File: src/rtl/jet_tag_scheduler.sv
// jet_tag_scheduler: buffers input frames in a small FIFO and, one frame at a time,
// resets the jet-tagging core, launches it, waits for its result and hands the
// result downstream in push order together with an 8-bit sequence tag.
module jet_tag_scheduler #(
    parameter int WIDTH       = 16,
    parameter int NFRAC       = 10,
    parameter int INPUT_SIZE  = 16,
    parameter int OUTPUT_SIZE = 5,
    parameter int DEPTH       = 4,
    parameter int RST_CYCLES  = 2,
    parameter int TIMEOUT     = 1023
) (
    input  logic                           clk,
    input  logic                           reset_n,
    input  logic                           in_valid,
    output logic                           in_ready,
    input  logic [WIDTH*INPUT_SIZE-1:0]    in_data,
    output logic                           core_reset,
    output logic                           core_input_ready,
    output logic [WIDTH*INPUT_SIZE-1:0]    core_input_data,
    input  logic                           core_output_ready,
    input  logic [WIDTH*OUTPUT_SIZE-1:0]   core_output_data,
    output logic                           out_valid,
    input  logic                           out_ready,
    output logic [WIDTH*OUTPUT_SIZE-1:0]   out_data,
    output logic [7:0]                     out_tag,
    output logic                           busy,
    output logic                           timeout_err,
    output logic [7:0]                     drop_count
);

    localparam int IN_W   = WIDTH * INPUT_SIZE;
    localparam int PTR_W  = $clog2(DEPTH);
    localparam int CNT_W  = PTR_W + 1;
    localparam int RST_W  = $clog2(RST_CYCLES + 1);
    localparam int WAIT_W = $clog2(TIMEOUT + 1);

    // Samples are passed through untouched, so NFRAC only has to be consistent with WIDTH.
    if ((DEPTH < 2) || ((DEPTH & (DEPTH - 1)) != 0) || (RST_CYCLES < 1) ||
        (TIMEOUT < 1) || (NFRAC >= WIDTH)) begin : g_param_check
        $error("jet_tag_scheduler: illegal parameter combination");
    end

    typedef enum logic [2:0] {
        ST_IDLE     = 3'd0,
        ST_CORE_RST = 3'd1,
        ST_LAUNCH   = 3'd2,
        ST_WAIT     = 3'd3,
        ST_HOLD     = 3'd4
    } state_t;

    state_t              state_r, state_s;
    logic [IN_W-1:0]     fifo_data_r [DEPTH];
    logic [7:0]          fifo_tag_r  [DEPTH];
    logic [PTR_W-1:0]    wr_ptr_r, rd_ptr_r;
    logic [CNT_W-1:0]    count_r, count_s;
    logic [7:0]          push_tag_r, cur_tag_r;
    logic [RST_W-1:0]    rst_cnt_r;
    logic [WAIT_W-1:0]   wait_cnt_r;
    logic                push_s, pop_s, out_free_s, capture_s, drop_s;

    // The full test uses the registered occupancy, so a full cycle never accepts a push
    // even when a pop happens in the same cycle.
    assign push_s     = in_valid && (count_r != CNT_W'(DEPTH));
    // Launching while an older result is still parked is safe: HOLD keeps the core's
    // result until the output register frees, so the pop only waits for data.
    assign pop_s      = (state_r == ST_IDLE) && (count_r != CNT_W'(0));
    assign out_free_s = !out_valid || out_ready;
    assign capture_s  = ((state_r == ST_WAIT) && core_output_ready && out_free_s) ||
                        ((state_r == ST_HOLD) && out_free_s);
    assign drop_s     = (state_r == ST_WAIT) && !core_output_ready &&
                        (wait_cnt_r == WAIT_W'(TIMEOUT - 1));

    // FIFO occupancy after this cycle's push/pop.
    always_comb begin
        count_s = count_r;
        if (push_s && !pop_s) begin
            count_s = count_r + CNT_W'(1);
        end else if (!push_s && pop_s) begin
            count_s = count_r - CNT_W'(1);
        end else begin
            count_s = count_r;
        end
    end

    // Next-state logic of the per-frame reset/launch/collect sequence.
    always_comb begin
        state_s = state_r;
        case (state_r)
            ST_IDLE: begin
                if (pop_s) state_s = ST_CORE_RST;
                else       state_s = ST_IDLE;
            end
            ST_CORE_RST: begin
                if (rst_cnt_r == RST_W'(RST_CYCLES - 1)) state_s = ST_LAUNCH;
                else                                      state_s = ST_CORE_RST;
            end
            ST_LAUNCH: state_s = ST_WAIT;
            ST_WAIT: begin
                if (core_output_ready) state_s = out_free_s ? ST_IDLE : ST_HOLD;
                else if (drop_s)       state_s = ST_IDLE;
                else                   state_s = ST_WAIT;
            end
            ST_HOLD: begin
                if (out_free_s) state_s = ST_IDLE;
                else            state_s = ST_HOLD;
            end
            default: state_s = ST_IDLE;
        endcase
    end

    // State register plus core strobes and status flags registered from the next state.
    always_ff @(posedge clk or negedge reset_n) begin
        if (!reset_n) begin
            state_r          <= ST_IDLE;
            core_reset       <= 1'b0;
            core_input_ready <= 1'b0;
            busy             <= 1'b0;
            in_ready         <= 1'b1;
        end else begin
            state_r          <= state_s;
            core_reset       <= (state_s == ST_CORE_RST);
            core_input_ready <= (state_s == ST_LAUNCH);
            busy             <= (state_s != ST_IDLE) || (count_s != CNT_W'(0));
            in_ready         <= (count_s != CNT_W'(DEPTH));
        end
    end

    // Frame FIFO storage, pointers, occupancy and push tag counter.
    always_ff @(posedge clk or negedge reset_n) begin
        if (!reset_n) begin
            for (int i = 0; i < DEPTH; i++) begin
                fifo_data_r[i] <= '0;
                fifo_tag_r[i]  <= 8'd0;
            end
            wr_ptr_r   <= '0;
            rd_ptr_r   <= '0;
            count_r    <= '0;
            push_tag_r <= 8'd0;
        end else begin
            if (push_s) begin
                fifo_data_r[wr_ptr_r] <= in_data;
                fifo_tag_r[wr_ptr_r]  <= push_tag_r;
                wr_ptr_r              <= wr_ptr_r + PTR_W'(1);
                push_tag_r            <= push_tag_r + 8'd1;
            end
            if (pop_s) begin
                rd_ptr_r <= rd_ptr_r + PTR_W'(1);
            end
            count_r <= count_s;
        end
    end

    // Launch register and in-flight tag, plus the reset and wait cycle counters.
    always_ff @(posedge clk or negedge reset_n) begin
        if (!reset_n) begin
            core_input_data <= '0;
            cur_tag_r       <= 8'd0;
            rst_cnt_r       <= '0;
            wait_cnt_r      <= '0;
        end else begin
            if (pop_s) begin
                core_input_data <= fifo_data_r[rd_ptr_r];
                cur_tag_r       <= fifo_tag_r[rd_ptr_r];
                rst_cnt_r       <= '0;
            end else if (state_r == ST_CORE_RST) begin
                rst_cnt_r <= rst_cnt_r + RST_W'(1);
            end
            if (state_r == ST_LAUNCH) begin
                wait_cnt_r <= '0;
            end else if (state_r == ST_WAIT) begin
                wait_cnt_r <= wait_cnt_r + WAIT_W'(1);
            end
        end
    end

    // Output register: capture the core result, hold it until downstream accepts.
    always_ff @(posedge clk or negedge reset_n) begin
        if (!reset_n) begin
            out_valid <= 1'b0;
            out_data  <= '0;
            out_tag   <= 8'd0;
        end else if (capture_s) begin
            out_valid <= 1'b1;
            out_data  <= core_output_data;
            out_tag   <= cur_tag_r;
        end else if (out_ready) begin
            out_valid <= 1'b0;
        end
    end

    // Sticky timeout flag and saturating dropped-frame counter.
    always_ff @(posedge clk or negedge reset_n) begin
        if (!reset_n) begin
            timeout_err <= 1'b0;
            drop_count  <= 8'd0;
        end else if (drop_s) begin
            timeout_err <= 1'b1;
            if (drop_count != 8'hFF) drop_count <= drop_count + 8'd1;
        end
    end

endmodule

File: config.mk
export PLATFORM = sky130hd
export DESIGN_NAME = jet_tag_scheduler
export DESIGN_NICKNAME = d
export VERILOG_FILES = /design/src/rtl/jet_tag_scheduler.sv
export SDC_FILE = /design/constraint.sdc
export NUM_CORES = 2
export LEC_CHECK = 0
export CORE_ASPECT_RATIO = 1.5
export CORE_UTILIZATION = 30
export CTS_CLUSTER_SIZE = 8
export DETAILED_ROUTE_END_ITERATION = 10
export GPL_ROUTABILITY_DRIVEN = 0
export PLACE_DENSITY_LB_ADDON = 0.25
export SLEW_MARGIN = 10
export SYNTH_ARGS = -nofsm -noshare
export SYNTH_HDL_FRONTEND = slang
export SYNTH_SLANG_ARGS = --single-unit
File: constraint.sdc
create_clock -name clk -period 3.9 [get_ports clk]
set_input_delay 0.78 -clock clk [delete_from_list [all_inputs] [get_ports clk]]
set_output_delay 0.78 -clock clk [all_outputs]
set_load 0.01 [all_outputs]
==> results.txt <==
run status: complete, no violations
largest net degree at the start of global routing: 115
share of cells above drive strength 1: 46.49%
remaining antenna violation count: 0
Synth top area share: 60.05%
min-delay worst type: flop to flop
number of library cell types mapped by synthesis: 51
Main synth FF type: dfrtp_1
H-Tree Depth: 4
CORE AREA: 0.2002 mm²
Setup crit start: count_r[1]
XOR/XNOR share of the synthesized area: 0.2876%
PwrDens: 905.5 mW/mm²
Slew Viols, Final: 0
Max-slew headroom: 33.44%
biggest area consumer among synthesized cells: dfrtp_1
Hold Startpoint: timeout_err
final worst-path cycle share: 73.99%
worst skew pair latency: 820 ps
via count: 33440
Final Hold Violating Endpoints: 0
setup TNS: 0 ps
Critical Path Sink Type: flop
Final Cell Area: 0.07648 mm²
count leader, synth: dfrtp_1
required time worst endpoint: 4580 ps
Max Buffers Root-to-Sink: 4
initial antenna violation count: 32
CTS tree: done
total track usage: 15.42%
Post-synth EDFFs: 0
synthesized instance count: 3512
crit path DAT: 3570 ps
worst r2r src: count_r[1]
Synth-to-Final Area Change: 26.48%
Die Height: 551.9 µm
unrepaired setup endpoints after global routing: false
WS Path Type: flop to flop
Least-Margin Pin Slew: 998.4 ps
# port buffers: 698
Residual DRC: 0
Clock Sinks: 1452
post-synthesis sequential area ratio: 60.09%
Initial Util: 30.21%
syn_nets: 3865
Num CTS Buffers: 210
1st-pass router iterations: 5
Clock Skews: 33.67 ps
startpoint class of the critical path: flop
CP max FO: 114
#FFs+latches synth: 1452
DR iter-0 viols: 1337
vias in the first global route: 37030
Period minus WS final: 2886 ps
Max-Cap Viols: 0
Leak: 31.68 nW
Routed WL: 156.6 mm
adder-cell share of the synthesized area: 0.2483%
largest family of logic cells by synthesized area: multiplexers
hpwl dp: 96.45 mm
GR Overflow Total: 0
Rows: 201
Post-synth ARST share: 100.0%
Ys Warns: 0
CTS root buf: clkbuf_16
VDD IR max: 0.4651 mV
vias per inst: 4.802
most instantiated cells after synthesis: dfrtp_1, mux2_2, mux4_2
DP Area: 0.07089 mm²
Reg clk slew, reported paths: 50 ps
first-pass GRT wire length: 239.4 mm
syn avg cell area: 17.22 µm²
Post-CTS Repair Setup Buffers: 0
full die area: 0.2034 mm²
I/O pin count: 699
Final nets: 4644
synth top area cells: dfrtp_1, mux2_2, mux4_2, buf_2, clkbuf_1
Mapped Area: 0.06047 mm²
Final setup viols: 0
mux share of post-synthesis cell area: 36.14%
Synth Area in Simple Gates: 0.8173%
post-CTS resize count: 0
fmax: 346.5 MHz
die width: 368.6 µm
Synth Area in Compound Gates: 0.4118%
DR WL/cell: 22.48 µm
logic make-up after synthesis:
group                    after synthesis
multiplexers                        1677
flip-flops                          1452
buffers and inverters                228
AND/OR/NAND/NOR                       92
AO/OA/AOI/OAI                         32
XOR/XNOR                              19
adder cells (fa/ha/maj)               12
sequential cells by signal (all words and copies together) (netlist names), 2 cells and up:
name	count
rd_ptr_r	2
wr_ptr_r	2
state_r	3
core_input_data	256
out_data	80
cur_tag_r	8
rst_cnt_r	2
out_tag	8
fifo_data_r	1024
push_tag_r	8
wait_cnt_r	10
drop_count	8
count_r	3
fifo_tag_r	32
final timing paths:
path / to / slack (ps) / depth (start not counted)
worst min-delay path: timeout_err / 460 / 1
worst min register to register: timeout_err / 460 / 1
worst max register to register: fifo_data_r[443] / 1010 / 6
min in group asynchronous: core_input_data[36] / 610 / 2
worst max-delay path: fifo_data_r[443] / 1010 / 6
max in group asynchronous: fifo_data_r[404] / 2150 / 3
report_power, final:
group / total (mW) / switching, mW / internal [mW]
logic: 26.4 / 10.1 / 16.3
registers: 26.7 / 3.94 / 22.8
clock network: 16.1 / 6.43 / 9.69
layout make-up:
cell class              instances  area (µm²)
diodes                          9       22.52
clock buffers                 226        5368
clock inverters                12       187.7
fillers                     18760      123700
inverters                       7       26.28
multi-input cells            1832       22960
flip-flops and latches       1452       36340
well taps                    2639        3302
repair buffers                788        8270
through the flow:
| stage | hold WS, ps | util (%) | power, mW | std cells | worst slack, ps |
|---|---|---|---|---|---|
| after floorplan | 473.9 | - | 43.77 | 3512 | 1801 |
| after global routing | 482.8 | 38.20 | 73.59 | 6960 | 899.7 |
| after global placement | 457.0 | 35.41 | 53.25 | 6717 | 601.0 |
| after detailed placement | 460.2 | 35.41 | 54.05 | 6717 | 571.1 |
| final | 464.3 | 38.20 | 69.25 | 6965 | 1014 |
| after CTS | 471.6 | 38.19 | 70.74 | 6956 | 1064 |
repair_timing:
| action | 4_1_cts | 5_1_grt |
|---|---|---|
| hold buffers | 1 | 0 |
| endpoints found under the setup margin | 0 | 0 |
| endpoints found under the hold margin | 54 | 0 |
cell usage in the layout, fill, tap and decap left out, types with 11 or more instances in the layout:
| cell | n |
|---|---|
| mux2_2 | 1408 |
| ha_1 | 12 |
| dfrtp_1 | 1449 |
| clkdlybuf4s50_1 | 697 |
| buf_12 | 47 |
| clkbuf_16 | 212 |
| nand3_1 | 11 |
| mux4_2 | 264 |
| buf_4 | 42 |
| clkbuf_1 | 13 |
| nand2_1 | 28 |
critical path: stages, from the launching register on:
cell and delay, ps:
dfrtp_1 470, inv_1 110, ha_1 260, a21boi_2 670, nand2_4 210, buf_12 290
mux2_2 470
per-layer routing:
metal  vias up  global-route usage (%)  part of all wire [%]
li1      14480                       -                     -
met1     17780                   18.62                    41
met2       834                   25.81                    48
met3       307                   5.293                   8.1
met4        46                   4.751                   2.6
met5         -                       0                  0.19
(Power assumes the default switching activity.)
